<file path="config.mk">
export PLATFORM = sky130hd
export DESIGN_NAME = spi_sub_param
export DESIGN_NICKNAME = d
export VERILOG_FILES = /design/src/rtl/spi_sub_param.sv
export SDC_FILE = /design/constraint.sdc
export NUM_CORES = 1
export LEC_CHECK = 0
export ABC_AREA = 1
export BUFFER_PORTS_ARGS = -buffer_cell sky130_fd_sc_hd__clkbuf_2
export CORE_ASPECT_RATIO = 1.5
export CORE_MARGIN = 5
export CORE_UTILIZATION = 40
export DETAILED_ROUTE_END_ITERATION = 8
export GPL_ROUTABILITY_DRIVEN = 0
export GPL_TIMING_DRIVEN = 0
export HOLD_SLACK_MARGIN = 0.03
export PLACE_DENSITY_LB_ADDON = 0.25
export SKIP_CTS_REPAIR_TIMING = 1
export SYNTH_ARGS = -nofsm -noshare
export SYNTH_HDL_FRONTEND = slang
export SYNTH_SLANG_ARGS = --single-unit
</file>
<file path="constraint.sdc">
create_clock -name sclk -period 2.1 [get_ports sclk]
set_input_delay 0.105 -clock sclk [delete_from_list [all_inputs] [get_ports sclk]]
set_output_delay 0.105 -clock sclk [all_outputs]
set_load 0.05 [all_outputs]
</file>
<file path="src/rtl/spi_sub_param.sv">
// spi_sub_param: parametrised SPI subordinate.
// Receives a {op, addr, data} command frame on mosi (MSB first), issues
// single-cycle memory strobes (read, write, or an auto-incrementing burst
// read) and returns a response frame on miso (MSB first).
// Handshake: r_en / w_en are one-cycle strobes with no back-pressure; the
// memory is combinational, so data_i is valid in the same cycle as r_en and
// is captured at the edge that closes that cycle.
module spi_sub_param #(
   parameter int ADDR_W    = 10,
   parameter int DATA_W    = 32,
   parameter int BURST_LEN = 4
) (
   input  logic              sclk,
   input  logic              rst_n,
   input  logic              cs_n,
   input  logic              mosi,
   output logic              miso,
   output logic              r_en,
   output logic              w_en,
   output logic [ADDR_W-1:0] addr,
   output logic [DATA_W-1:0] data_o,
   input  logic [DATA_W-1:0] data_i,
   output logic              frame_err,
   output logic [2:0]        dbg_state
);

   // command frame width and longest response (burst) width
   localparam int FW   = 2 + ADDR_W + DATA_W;
   localparam int RW   = 2 + ADDR_W + BURST_LEN * DATA_W;
   localparam int PADW = RW - FW;
   localparam int BUFW = (BURST_LEN - 1) * DATA_W;
   localparam int CW   = $clog2(RW + 1);
   localparam int KW   = $clog2(BURST_LEN);

   localparam logic [CW-1:0] C_LAST_BIT    = CW'(FW - 1);
   localparam logic [CW-1:0] C_SINGLE_LAST = CW'(FW - 1);
   localparam logic [CW-1:0] C_BURST_LAST  = CW'(RW - 1);
   localparam logic [KW-1:0] K_LAST        = KW'(BURST_LEN - 1);

   localparam logic [1:0] OP_RD  = 2'b00;
   localparam logic [1:0] OP_WR  = 2'b01;
   localparam logic [1:0] OP_RSV = 2'b10;
   localparam logic [1:0] OP_BRD = 2'b11;

   typedef enum logic [2:0] {
      S_IDLE  = 3'd0,
      S_SEL   = 3'd1,
      S_SHIFT = 3'd2,
      S_MEM   = 3'd3,
      S_BURST = 3'd4,
      S_ERR   = 3'd5,
      S_RESP  = 3'd6,
      S_DONE  = 3'd7
   } state_t;

   state_t              r_state;
   logic [FW-2:0]       r_sr;      // first FW-1 command bits; the last comes straight from mosi
   logic [CW-1:0]       r_cnt;     // command bit counter, then remaining response bits
   logic [KW-1:0]       r_k;       // burst word index
   logic [1:0]          r_op;
   logic [ADDR_W-1:0]   r_base;    // command address field, echoed in the response
   logic [BUFW-1:0]     r_buf;     // burst words captured so far, oldest in the MSBs
   logic [RW-1:0]       r_resp;    // response bits still to send, left-aligned
   logic                r_miso;
   logic                r_ren;
   logic                r_wen;
   logic [ADDR_W-1:0]   r_addr;
   logic [DATA_W-1:0]   r_data;
   logic                r_ferr;

   logic [FW-1:0]       w_frame;
   logic [1:0]          w_op;
   logic [ADDR_W-1:0]   w_addr;
   logic [DATA_W-1:0]   w_data;
   logic [BUFW+DATA_W-1:0] w_buf_next;
   logic [DATA_W-1:0]   w_word;
   logic [RW-1:0]       w_load;
   logic [CW-1:0]       w_load_last;

   // complete command frame as seen at the edge that samples the last bit
   assign w_frame = {r_sr, mosi};
   assign w_op    = w_frame[FW-1 -: 2];
   assign w_addr  = w_frame[DATA_W +: ADDR_W];
   assign w_data  = w_frame[DATA_W-1:0];

   // burst buffer including the word being read this cycle
   assign w_buf_next = {r_buf, data_i};

   // single-op response word: live read data for reads, written data otherwise
   assign w_word = (r_op == OP_RD) ? data_i : r_data;

   // response selection and length, chosen by the state that precedes RESP
   always_comb begin
      w_load      = {r_op, r_base, w_word, {PADW{1'b0}}};
      w_load_last = C_SINGLE_LAST;
      if (r_state == S_BURST) begin
         w_load      = {OP_BRD, r_base, w_buf_next};
         w_load_last = C_BURST_LAST;
      end else if (r_state == S_ERR) begin
         w_load      = {OP_RSV, r_base, {DATA_W{1'b1}}, {PADW{1'b0}}};
         w_load_last = C_SINGLE_LAST;
      end
   end

   // frame FSM: reset, chip-select abort, shift, strobe, respond
   always_ff @(posedge sclk) begin
      if (!rst_n) begin
         r_state <= S_IDLE;
         r_sr    <= '0;
         r_cnt   <= '0;
         r_k     <= '0;
         r_op    <= '0;
         r_base  <= '0;
         r_buf   <= '0;
         r_resp  <= '0;
         r_miso  <= 1'b0;
         r_ren   <= 1'b0;
         r_wen   <= 1'b0;
         r_addr  <= '0;
         r_data  <= '0;
         r_ferr  <= 1'b0;
      end else if (cs_n) begin
         // abort: pending strobes are dropped, the one already on the bus completes
         r_state <= S_IDLE;
         r_cnt   <= '0;
         r_k     <= '0;
         r_miso  <= 1'b0;
         r_ren   <= 1'b0;
         r_wen   <= 1'b0;
         r_ferr  <= 1'b0;
      end else begin
         case (r_state)
            S_IDLE: begin
               // turnaround edge: mosi is not sampled here
               r_state <= S_SEL;
               r_cnt   <= '0;
            end

            S_SEL, S_SHIFT: begin
               r_sr <= w_frame[FW-2:0];
               if (r_cnt == C_LAST_BIT) begin
                  r_cnt  <= '0;
                  r_op   <= w_op;
                  r_base <= w_addr;
                  case (w_op)
                     OP_WR: begin
                        r_wen   <= 1'b1;
                        r_addr  <= w_addr;
                        r_data  <= w_data;
                        r_state <= S_MEM;
                     end
                     OP_RD: begin
                        r_ren   <= 1'b1;
                        r_addr  <= w_addr;
                        r_state <= S_MEM;
                     end
                     OP_BRD: begin
                        r_ren   <= 1'b1;
                        r_addr  <= w_addr;
                        r_k     <= '0;
                        r_state <= S_BURST;
                     end
                     default: begin
                        r_ferr  <= 1'b1;
                        r_state <= S_ERR;
                     end
                  endcase
               end else begin
                  r_cnt   <= r_cnt + 1'b1;
                  r_state <= S_SHIFT;
               end
            end

            S_MEM: begin
               r_ren   <= 1'b0;
               r_wen   <= 1'b0;
               r_miso  <= w_load[RW-1];
               r_resp  <= {w_load[RW-2:0], 1'b0};
               r_cnt   <= w_load_last;
               r_state <= S_RESP;
            end

            S_BURST: begin
               r_buf <= w_buf_next[BUFW-1:0];
               if (r_k == K_LAST) begin
                  r_ren   <= 1'b0;
                  r_miso  <= w_load[RW-1];
                  r_resp  <= {w_load[RW-2:0], 1'b0};
                  r_cnt   <= w_load_last;
                  r_state <= S_RESP;
               end else begin
                  // address wraps naturally at ADDR_W bits
                  r_k    <= r_k + 1'b1;
                  r_addr <= r_addr + 1'b1;
               end
            end

            S_ERR: begin
               r_ferr  <= 1'b0;
               r_miso  <= w_load[RW-1];
               r_resp  <= {w_load[RW-2:0], 1'b0};
               r_cnt   <= w_load_last;
               r_state <= S_RESP;
            end

            S_RESP: begin
               if (r_cnt == '0) begin
                  r_miso  <= 1'b0;
                  r_state <= S_DONE;
               end else begin
                  r_miso <= r_resp[RW-1];
                  r_resp <= {r_resp[RW-2:0], 1'b0};
                  r_cnt  <= r_cnt - 1'b1;
               end
            end

            default: begin
               // DONE: wait for cs_n to be released
               r_miso  <= 1'b0;
               r_state <= S_DONE;
            end
         endcase
      end
   end

   assign miso      = r_miso;
   assign r_en      = r_ren;
   assign w_en      = r_wen;
   assign addr      = r_addr;
   assign data_o    = r_data;
   assign frame_err = r_ferr;
   assign dbg_state = r_state;

endmodule

</file>
==> run metrics, run 1 <==
parity-gate share of the synthesized area counting xor and xnor cells 0.001160; average routed wire per standard cell 17.66 um; 1st-pass router iterations 5; share of cells above drive strength 1 0.1164; multiplexer share of the synthesized area 0; count of antenna-violating nets left after detailed routing 0; count of placed standard cells including taps 2,678; Max-slew headroom 0.3923; Fmax achieved 487.7 MHz; EDFF count, synth 0; result of the run finished, violations left; clock network latency to the later pin of the worst-skew pair 0.54 ns; buffer type at the clock tree root sky130_fd_sc_hd__clkbuf_16; Yosys warning count 0; max-capacitance violation count 0; synthesized area 15,100 um^2; H-tree depth 2; power per standard cell area 785.0 nW/um^2; clock-pin slew of the registers on the worst-case setup and hold paths 0.06 ns; worst setup slack after placement -0.4049 ns; fraction of the mapped netlist area in compound gates 0.2451; area fraction in and, or, nand and nor cells after synthesis 0.1943; number of design-rule violations left by the first detailed-router iteration 920; Pins Over Slew Limit 0; register area share after synthesis 0.4626; Worst setup SP type flop; Fin Clk Skew 0.02362 ns; Residual DRC 0; total number of clock tree sinks 349; final worst-path cycle share 0.9764; post-synth top area cell sky130_fd_sc_hd__dfxtp_1; post-detailed-routing wire length 49,160 um; fraction of the mapped netlist area in adder cells 0.009114; Hold Path Class in2reg; DIE WIDTH 168.7 um; commonest register cell after synthesis sky130_fd_sc_hd__dfxtp_1; cell types with the largest area share after synthesis sky130_fd_sc_hd__dfxtp_1 (46%), sky130_fd_sc_hd__o21ai_0 (10%), sky130_fd_sc_hd__nand2_1 (8.3%); Overall Global Routing Usage 0.2251; count of buffers from port buffering 83; number of hold violations in the final report 4; violated checks negative hold slack; top cells by count, synth sky130_fd_sc_hd__dfxtp_1 (349), sky130_fd_sc_hd__nand2_1 (333), sky130_fd_sc_hd__nor2_1 (323); largest net degree at the start of global routing 14; number of CTS-inserted buffers 36; arrival time reported for the critical path endpoint 2.48 ns; async set-reset flop share out of synthesis 0; crit-path max FO 10; synthesis-stage register bit count 349; syn nets 2,153; Overflow after GRT 0; detailed placer's ending HPWL 36,360 um; height of the chip 248.0 um; top cell type's share of synthesized area 0.4626; number of antenna violations at the first check in global routing 0; distinct cell type count of the synthesized netlist 34; Leakage Power 7.261 nW; Final WS setup 0.04955 ns; most numerous cell in the Yosys netlist sky130_fd_sc_hd__dfxtp_1; maximum number of buffers from clock root to sink 3; setup TNS 0 ns; overall die area 41,820 um^2; synthesized area divided by synthesized cell count 7.171 um^2; number of placement rows 87; type of the worst setup path reg2reg; TritonCTS clock tree done; Final min period 2.050 ns; via count of the first global-routing pass 14,110; antenna fix cells 0; I/O pin cnt 85; dominant combinational cell family by area after synthesis compound AO/OA/AOI/OAI gates; Area growth, synth to finish 18.67%; Final setup viols 0; average via count per standard cell 5.236; # nets final 2,317; first-pass GRT wire length 75,790 um; non-filler cells in the finished layout 2,783; worst hold margin -0.04337 ns; VDD IR-drop max 0.4349 mV; slew at the pin closest to its max-slew limit 0.9116 ns; data required time at the worst endpoint 2.53 ns; initial core utilization 0.4033; endpoint class of the critical path flop; setup repair after global routing missed its margin yes; via count 14,570; Post-Syn Instances 2,106; core area 37,450 um^2
layout by cell type, fill, tap and decap left out, types with 31 or more instances in the layout:
cell	count
sky130_fd_sc_hd__dfxtp_1	344
sky130_fd_sc_hd__nand2_1	330
sky130_fd_sc_hd__nor2_1	317
sky130_fd_sc_hd__o21ai_0	300
sky130_fd_sc_hd__a21oi_1	196
sky130_fd_sc_hd__inv_1	150
sky130_fd_sc_hd__o21ai_1	110
sky130_fd_sc_hd__clkbuf_2	103
sky130_fd_sc_hd__clkbuf_1	83
sky130_fd_sc_hd__nand3_1	62
sky130_fd_sc_hd__clkbuf_16	37
sky130_fd_sc_hd__o211ai_1	34
sky130_fd_sc_hd__a22o_1	31
final timing paths:
| path | startpoint | to | depth (start not counted) | slack (ns) |
|---|---|---|---|---|
| worst min-delay path | data_i[31] | r_buf[31] | 3 | -0.04 |
| worst max register to register | dbg_state[1] | r_resp[11] | 10 | 0.05 |
| worst min register to register | miso | miso | 2 | 0.46 |
| worst max-delay path | dbg_state[1] | r_resp[11] | 10 | 0.05 |
report_power, final:
group          leakage (nW)  switching [mW]  internal [mW]  total [mW]
logic                  3.86           0.534          0.260       0.794
registers              2.82          0.0546           6.70        6.76
clock network         0.580            2.75           3.77        6.52
total                  7.26            3.34           10.7        14.1
cell families after synthesis:
| group | count (synthesis) |
|---|---|
| AOI/OAI and AO/OA | 689 |
| xor gates and xnor gates | 2 |
| adders and majority gates | 11 |
| buffers and inverters | 314 |
| DFF | 349 |
| and+or+nand+nor | 741 |
through the flow:
stage | hold slack (ns) | instance area, um^2 | util | power, mW
floorplan | 0.2488 | 15100 | - | 7.327
global placement | 0.4161 | 16130 | 0.4307 | 7.600
detailed placement | 0.4226 | 16130 | 0.4307 | 7.606
CTS | -0.1365 | 17300 | 0.4619 | 14.06
global route | 0.02150 | 17920 | 0.4786 | 14.51
finish | -0.04337 | 17920 | 0.4786 | 14.07
registers in the layout, indices dropped and copies added (netlist names):
signal / flops
r_resp: 139
r_buf: 96
r_sr: 43
data_o: 32
addr: 10
r_base: 10
r_cnt: 8
dbg_state: 3
r_k: 2
r_op: 2
frame_err: 1
miso: 1
r_en: 1
w_en: 1
per-layer routing:
| layer | global-route usage | wire length (um) | vias to the layer above |
|---|---|---|---|
| met4 | 0.07022 | 1438 | 0 |
| met2 | 0.4164 | 25170 | 374 |
| met5 | 0 | 0 | - |
| met3 | 0.02741 | 2195 | 84 |
| li1 | - | - | 7275 |
| met1 | 0.2711 | 20350 | 6838 |
critical path, stage by stage, from the launching register on:
cell	delay (ns)
sky130_fd_sc_hd__dfxtp_4	0.38
sky130_fd_sc_hd__nor2_4	0.20
sky130_fd_sc_hd__nand2_8	0.10
sky130_fd_sc_hd__or2_1	0.21
sky130_fd_sc_hd__buf_4	0.18
sky130_fd_sc_hd__nand2_1	0.11
sky130_fd_sc_hd__a21oi_4	0.05
sky130_fd_sc_hd__buf_12	0.14
sky130_fd_sc_hd__clkbuf_2	0.24
sky130_fd_sc_hd__o21ai_0	0.27
sky130_fd_sc_hd__nor2_1	0.06
area by class of cell:
type | count | area [um^2]
buffer | 157 | 850.8
clock buffer | 53 | 1066
clock inverter | 9 | 102.6
fill | 3757 | 19530
inverter | 157 | 589.3
multi-input combinational | 1443 | 6878
sequential | 349 | 6995
tap | 489 | 611.8
timing repair buffer | 126 | 827.0
(Power assumes the default switching activity.)
==> run 2: changes to the inputs <==
--- a/config.mk
+++ b/config.mk
@@ -5,7 +5,6 @@
 export SDC_FILE = /design/constraint.sdc
 export NUM_CORES = 1
 export LEC_CHECK = 0
-export ABC_AREA = 1
 export BUFFER_PORTS_ARGS = -buffer_cell sky130_fd_sc_hd__clkbuf_2
 export CORE_ASPECT_RATIO = 1.5
 export CORE_MARGIN = 5
==> run 2 against run 1 <==
Against the previous run: the flow finishes with violations (negative setup slack); power down 1.5%; clock skew down 0.0019 ns; worst hold slack better by 0.34 ns; sequential share of layout area down 1.8 points; register-to-register slack worse by 0.23 ns; via count down 4.0%; final cell count down 7.5%; wire length up 1.0%; highest routed layer unchanged.
==> run metrics, run 2 <==
count of buffer and inverter cells on the critical path 2; power per standard cell area 736.6 nW/um^2; Area growth, synth to finish 21.88%; top layer used by detailed routing met4; TritonCTS clock tree done; result of the run finished, violations left; depth of the most critical reg-to-reg path 8; via count of the first global-routing pass 13,840; violated checks negative setup slack; switching power share of the total 0.2325; average routed wire per standard cell 19.30 um; Net Switching 3.222 mW; Overall Global Routing Usage 0.2206; DIE WIDTH 170.4 um; slew at the pin closest to its max-slew limit 1.069 ns; largest net degree at the start of global routing 15; most used cell along the critical path sky130_fd_sc_hd__buf_6; # nets final 2,101; total number of clock tree sinks 349; data required time at the worst endpoint 2.51 ns; synthesized area 15,430 um^2; most frequent cells in the layout sky130_fd_sc_hd__nand2_1 (540), sky130_fd_sc_hd__dfxtp_1 (340), sky130_fd_sc_hd__a21oi_1 (242); post-detailed-routing wire length 49,650 um; count of buffers from port buffering 83; clock network fraction of total power 0.458; buffer type at the clock tree root sky130_fd_sc_hd__clkbuf_16; Hold Path Class in2reg; first-pass GRT wire length 75,270 um; setup repair after global routing missed its margin yes; Fin Clk Skew 0.02167 ns; Pins Over Slew Limit 0; I/O pin cnt 85; clock network latency to the later pin of the worst-skew pair 0.53 ns; number of CTS-inserted buffers 34; VDD IR-drop max 0.4965 mV; Reg with most FFs r_resp; endpoint class of the critical path flop; worst setup slack for register-to-register paths -0.18 ns; syn nets 1,922; type of the worst setup path reg2reg; top cells by count, synth sky130_fd_sc_hd__nand2_1 (540), sky130_fd_sc_hd__dfxtp_1 (349), sky130_fd_sc_hd__a21oi_1 (250); arrival time reported for the critical path endpoint 2.69 ns; worst hold margin 0.2939 ns; distinct cell type count of the synthesized netlist 60; H-tree depth 2; core area 38,320 um^2; height of the chip 250.6 um; most numerous cell in the Yosys netlist sky130_fd_sc_hd__nand2_1; Fmax achieved 438.3 MHz; overall power of the completed layout 13.85 mW; share of cells above drive strength 1 0.2098; Max-slew headroom 0.2871; synthesis-stage register bit count 349; Int Pwr 10.63 mW; commonest register cell after synthesis sky130_fd_sc_hd__dfxtp_1; instance count along the most critical hold path 3; sequential cell fraction of total power 0.480; antenna fix cells 0; chain of cells forming the critical path ha_4 > nand4b_1 > buf_6 > or4_4 > a221oi_4 > buf_6 > o21ai_1 > a32o_1; number of design-rule violations left by the first detailed-router iteration 820; async set-reset flop share out of synthesis 0; number of antenna violations at the first check in global routing 0; top cell type's share of synthesized area 0.4528; Largest delay share family, worst path compound AO/OA/AOI/OAI gates; detailed placer's ending HPWL 36,760 um; met3 routed WL 1980 um; number of placement rows 88; delay of the slowest cell on the worst path 0.52 ns; Post-Syn Instances 1,875; final worst-path cycle share 1.087; Leakage Power 6.660 nW; average via count per standard cell 5.435; overall die area 42,690 um^2; cell depth of the worst setup path 8; slowest stage cell on the critical path sky130_fd_sc_hd__or4_4; via count 13,980; max-capacitance violation count 0; register area share after synthesis 0.4528; clock-pin slew of the registers on the worst-case setup and hold paths 0.07 ns; detailed-routing wirelength on met1 18,380 um; number of hold violations in the final report 0; Final setup viols 28; synthesized area divided by synthesized cell count 8.230 um^2; leading cell type in the layout, fill and taps excluded sky130_fd_sc_hd__nand2_1; Filler Cells Inserted 3,707; worst setup slack after placement -0.7401 ns; crit-path max FO 5; Residual DRC 0; Overflow after GRT 0; initial core utilization 0.4027; Yosys warning count 0; Worst setup SP type flop; part of the power in combinational logic 0.062; Final WS setup -0.1817 ns; 1st-pass router iterations 5; final core utilization 0.4909; maximum number of buffers from clock root to sink 3; flip-flop count of the largest register after layout 139; biggest registers after layout r_resp: 139 flops, r_buf: 96 flops, r_sr: 43 flops; cell types with the largest area share after synthesis sky130_fd_sc_hd__dfxtp_1 (45%), sky130_fd_sc_hd__nand2_1 (13%), sky130_fd_sc_hd__a21oi_1 (8.1%); Final min period 2.282 ns; post-synth top area cell sky130_fd_sc_hd__dfxtp_1; detailed-routed wire length on met2 26,860 um; EDFF count, synth 0; count of antenna-violating nets left after detailed routing 0
## run 2: power groups by stage
stage               sequential [mW]  combinational (mW)  clock [mW]
global route                   6.65               0.907        6.75
detailed placement             6.80               0.743           0
CTS                            6.65               0.745        6.45
global placement               6.80               0.737           0
finish                         6.65               0.860        6.34
floorplan                      6.80               0.454           0
## run 2: cell families (layout without fill, tap and decap cells)
kind of cell    Yosys count  in the layout  share of synthesized area
simple gates            737            737                     0.1968
compound gates          434            434                     0.1787
flops                   349            349                     0.4528
buf+inv                 176            379                    0.04678
mux                     160            160                     0.1115
fa+ha+maj                11             11                   0.008919
xor+xnor                  8              8                   0.004541
## run 2: tightest hold or removal path, stage by stage
cell and delay [ns]:
sky130_fd_sc_hd__clkbuf_2 0.20, sky130_fd_sc_hd__clkbuf_1 0.29, sky130_fd_sc_hd__a21boi_0 0.18
## run 2: per-stage QoR
stage	instance area, um^2	std cells	setup TNS [ns]
6_report	18810	2573	-1.987
3_3_place_gp	16490	2453	-132.23
5_1_grt	18810	2573	-3.704
3_5_place_dp	16490	2453	-137.60
4_1_cts	17650	2513	-142.19
2_1_floorplan	15460	1875	-0.01857
## run 2: path summary, 6_finish.rpt
check | from | to
worst max-delay path | r_cnt[1] | addr[4]
worst max register to register | r_cnt[1] | addr[4]
worst min register to register | r_resp[79] | r_resp[79]
worst min-delay path | rst_n | r_sr[29]
## run 2: routing by layer
metal,vias to the layer above,GRT usage
met3,132,0.02984
met2,360,0.4249
met1,6685,0.2335
met5,-,0
met4,0,0.09680
li1,6806,-
## run 2: cell type report
class / instances / area, um^2 / area share
well taps: 495 / 619.3 / 0.03293
clock inverters: 9 / 76.32 / 0.004058
multi-input cells: 1350 / 8054 / 0.4282
repair buffers: 153 / 1074 / 0.05708
flip-flops and latches: 349 / 7005 / 0.3725
clock buffers: 51 / 1079 / 0.05734
inverters: 10 / 37.54 / 0.001996
plain buffers: 156 / 863.3 / 0.04590
==> run 3: changes to the inputs <==
--- a/config.mk
+++ b/config.mk
@@ -11,7 +11,6 @@
 export CORE_UTILIZATION = 40
 export DETAILED_ROUTE_END_ITERATION = 8
 export GPL_ROUTABILITY_DRIVEN = 0
-export GPL_TIMING_DRIVEN = 0
 export HOLD_SLACK_MARGIN = 0.03
 export PLACE_DENSITY_LB_ADDON = 0.25
 export SKIP_CTS_REPAIR_TIMING = 1
==> run 3 against run 2 <==
Against the previous run: the flow still finishes with violations (negative setup slack); first-iteration DRC count fell by 19%; critical endpoint is now addr[5]; worst hold slack lost 0.24 ns; sequential power about the same; largest cell class unchanged; critical path type unchanged; final area fell by 1.6%; die area is the same; non-clock buffer count fell by 107.
==> run metrics, run 3 (synthesis gave the netlist of run 2 again) <==
crit-path max FO 5; count of antenna-violating nets left after detailed routing 0; Max-slew headroom 0.4179; final core utilization 0.4828; violated checks negative setup slack; number of hold violations in the final report 0; overall die area 42,690 um^2; Fin Clk Skew 0.01397 ns; most frequent cells in the layout sky130_fd_sc_hd__nand2_1 (540), sky130_fd_sc_hd__dfxtp_1 (343), sky130_fd_sc_hd__a21oi_1 (241); total number of clock tree sinks 349; via count of the first global-routing pass 12,900; part of the power in combinational logic 0.058; number of CTS-inserted buffers 34; switching power share of the total 0.2274; worst setup slack for register-to-register paths -0.09 ns; average via count per standard cell 5.425; endpoint class of the critical path flop; type of the worst setup path reg2reg; post-detailed-routing wire length 42,460 um; Pins Over Slew Limit 0; Overflow after GRT 0; flip-flop count of the largest register after layout 139; Net Switching 3.057 mW; Final min period 2.187 ns; first-pass GRT wire length 65,880 um; setup repair after global routing missed its margin yes; DIE WIDTH 170.4 um; worst setup slack after placement -0.04048 ns; max-capacitance violation count 0; top layer used by detailed routing met4; result of the run finished, violations left; Filler Cells Inserted 3,725; detailed-routed wire length on met2 21,830 um; number of design-rule violations left by the first detailed-router iteration 668; detailed placer's ending HPWL 26,360 um; TritonCTS clock tree done; final worst-path cycle share 1.041; I/O pin cnt 85; antenna fix cells 0; Leakage Power 6.501 nW; average routed wire per standard cell 17.23 um; detailed-routing wirelength on met1 18,100 um; via count 13,370; Reg with most FFs r_resp; clock network latency to the later pin of the worst-skew pair 0.53 ns; Fmax achieved 457.3 MHz; buffer type at the clock tree root sky130_fd_sc_hd__clkbuf_16; data required time at the worst endpoint 2.51 ns; Overall Global Routing Usage 0.1844; largest net degree at the start of global routing 129; clock network fraction of total power 0.447; overall power of the completed layout 13.44 mW; arrival time reported for the critical path endpoint 2.60 ns; VDD IR-drop max 0.5272 mV; H-tree depth 2; sequential cell fraction of total power 0.495; Residual DRC 0; core area 38,320 um^2; biggest registers after layout r_resp: 139 flops, r_buf: 96 flops, r_sr: 43 flops; count of buffers from port buffering 84; leading cell type in the layout, fill and taps excluded sky130_fd_sc_hd__nand2_1; share of cells above drive strength 1 0.1827; Final WS setup -0.08693 ns; Int Pwr 10.38 mW; 1st-pass router iterations 5; Hold Path Class in2reg; slew at the pin closest to its max-slew limit 0.8732 ns; Area growth, synth to finish 19.87%; # nets final 1,995; number of placement rows 88; Worst setup SP type flop; clock-pin slew of the registers on the worst-case setup and hold paths 0.07 ns; met3 routed WL 1494 um; height of the chip 250.6 um; number of antenna violations at the first check in global routing 0; power per standard cell area 726.5 nW/um^2; initial core utilization 0.4027; maximum number of buffers from clock root to sink 3; Final setup viols 9
-- run 3: path summary, 6_finish.rpt --
| check | end | start | cells after the start |
|---|---|---|---|
| hold / removal | dbg_state[1] | rst_n | 3 |
| setup reg to reg | addr[5] | r_cnt[7] | 7 |
| setup / recovery | addr[5] | r_cnt[7] | 7 |
| hold reg to reg | r_resp[11] | r_resp[11] | 2 |
-- run 3: routing by layer --
layer	track usage	up-vias
li1	-	6602
met1	0.2232	6463
met2	0.3312	232
met3	0.02794	75
met4	0.06050	0
met5	0	-
-- run 3: power groups by stage --
stage / registers (mW) / logic [mW] / clock network (mW)
2_1_floorplan: 6.80 / 0.454 / 0
3_3_place_gp: 6.80 / 0.699 / 0
3_5_place_dp: 6.80 / 0.701 / 0
4_1_cts: 6.65 / 0.702 / 6.16
5_1_grt: 6.65 / 0.838 / 6.42
6_report: 6.65 / 0.784 / 6.01
-- run 3: cell type report --
type / count / area (um^2) / area share
flip-flops and latches: 349 / 6999 / 0.3784
clock inverters: 7 / 63.81 / 0.003450
repair buffers: 202 / 1884 / 0.1019
multi-input cells: 1351 / 7880 / 0.4260
inverters: 10 / 45.04 / 0.002435
well taps: 495 / 619.3 / 0.03348
clock buffers: 51 / 1006 / 0.05438
-- run 3: metrics by stage --
| stage | setup TNS [ns] | instance area, um^2 | hold slack [ns] | std cells |
|---|---|---|---|---|
| global route | -1.557 | 18500 | 0.05242 | 2465 |
| finish | -0.6502 | 18500 | 0.05031 | 2465 |
| detailed placement | -0.1311 | 16700 | 0.3713 | 2359 |
| floorplan | -0.01857 | 15460 | 0.2410 | 1875 |
| global placement | -0.1095 | 16700 | 0.3681 | 2359 |
| CTS | -0.2353 | 17770 | -0.1897 | 2417 |
-- run 3: critical path, cell delays in order (launching register included) --
cell,delay (ns)
sky130_fd_sc_hd__dfxtp_2,0.32
sky130_fd_sc_hd__or3_4,0.38
sky130_fd_sc_hd__or4_4,0.52
sky130_fd_sc_hd__a221oi_4,0.25
sky130_fd_sc_hd__buf_6,0.17
sky130_fd_sc_hd__buf_12,0.12
sky130_fd_sc_hd__o21ai_1,0.06
sky130_fd_sc_hd__a31o_2,0.25
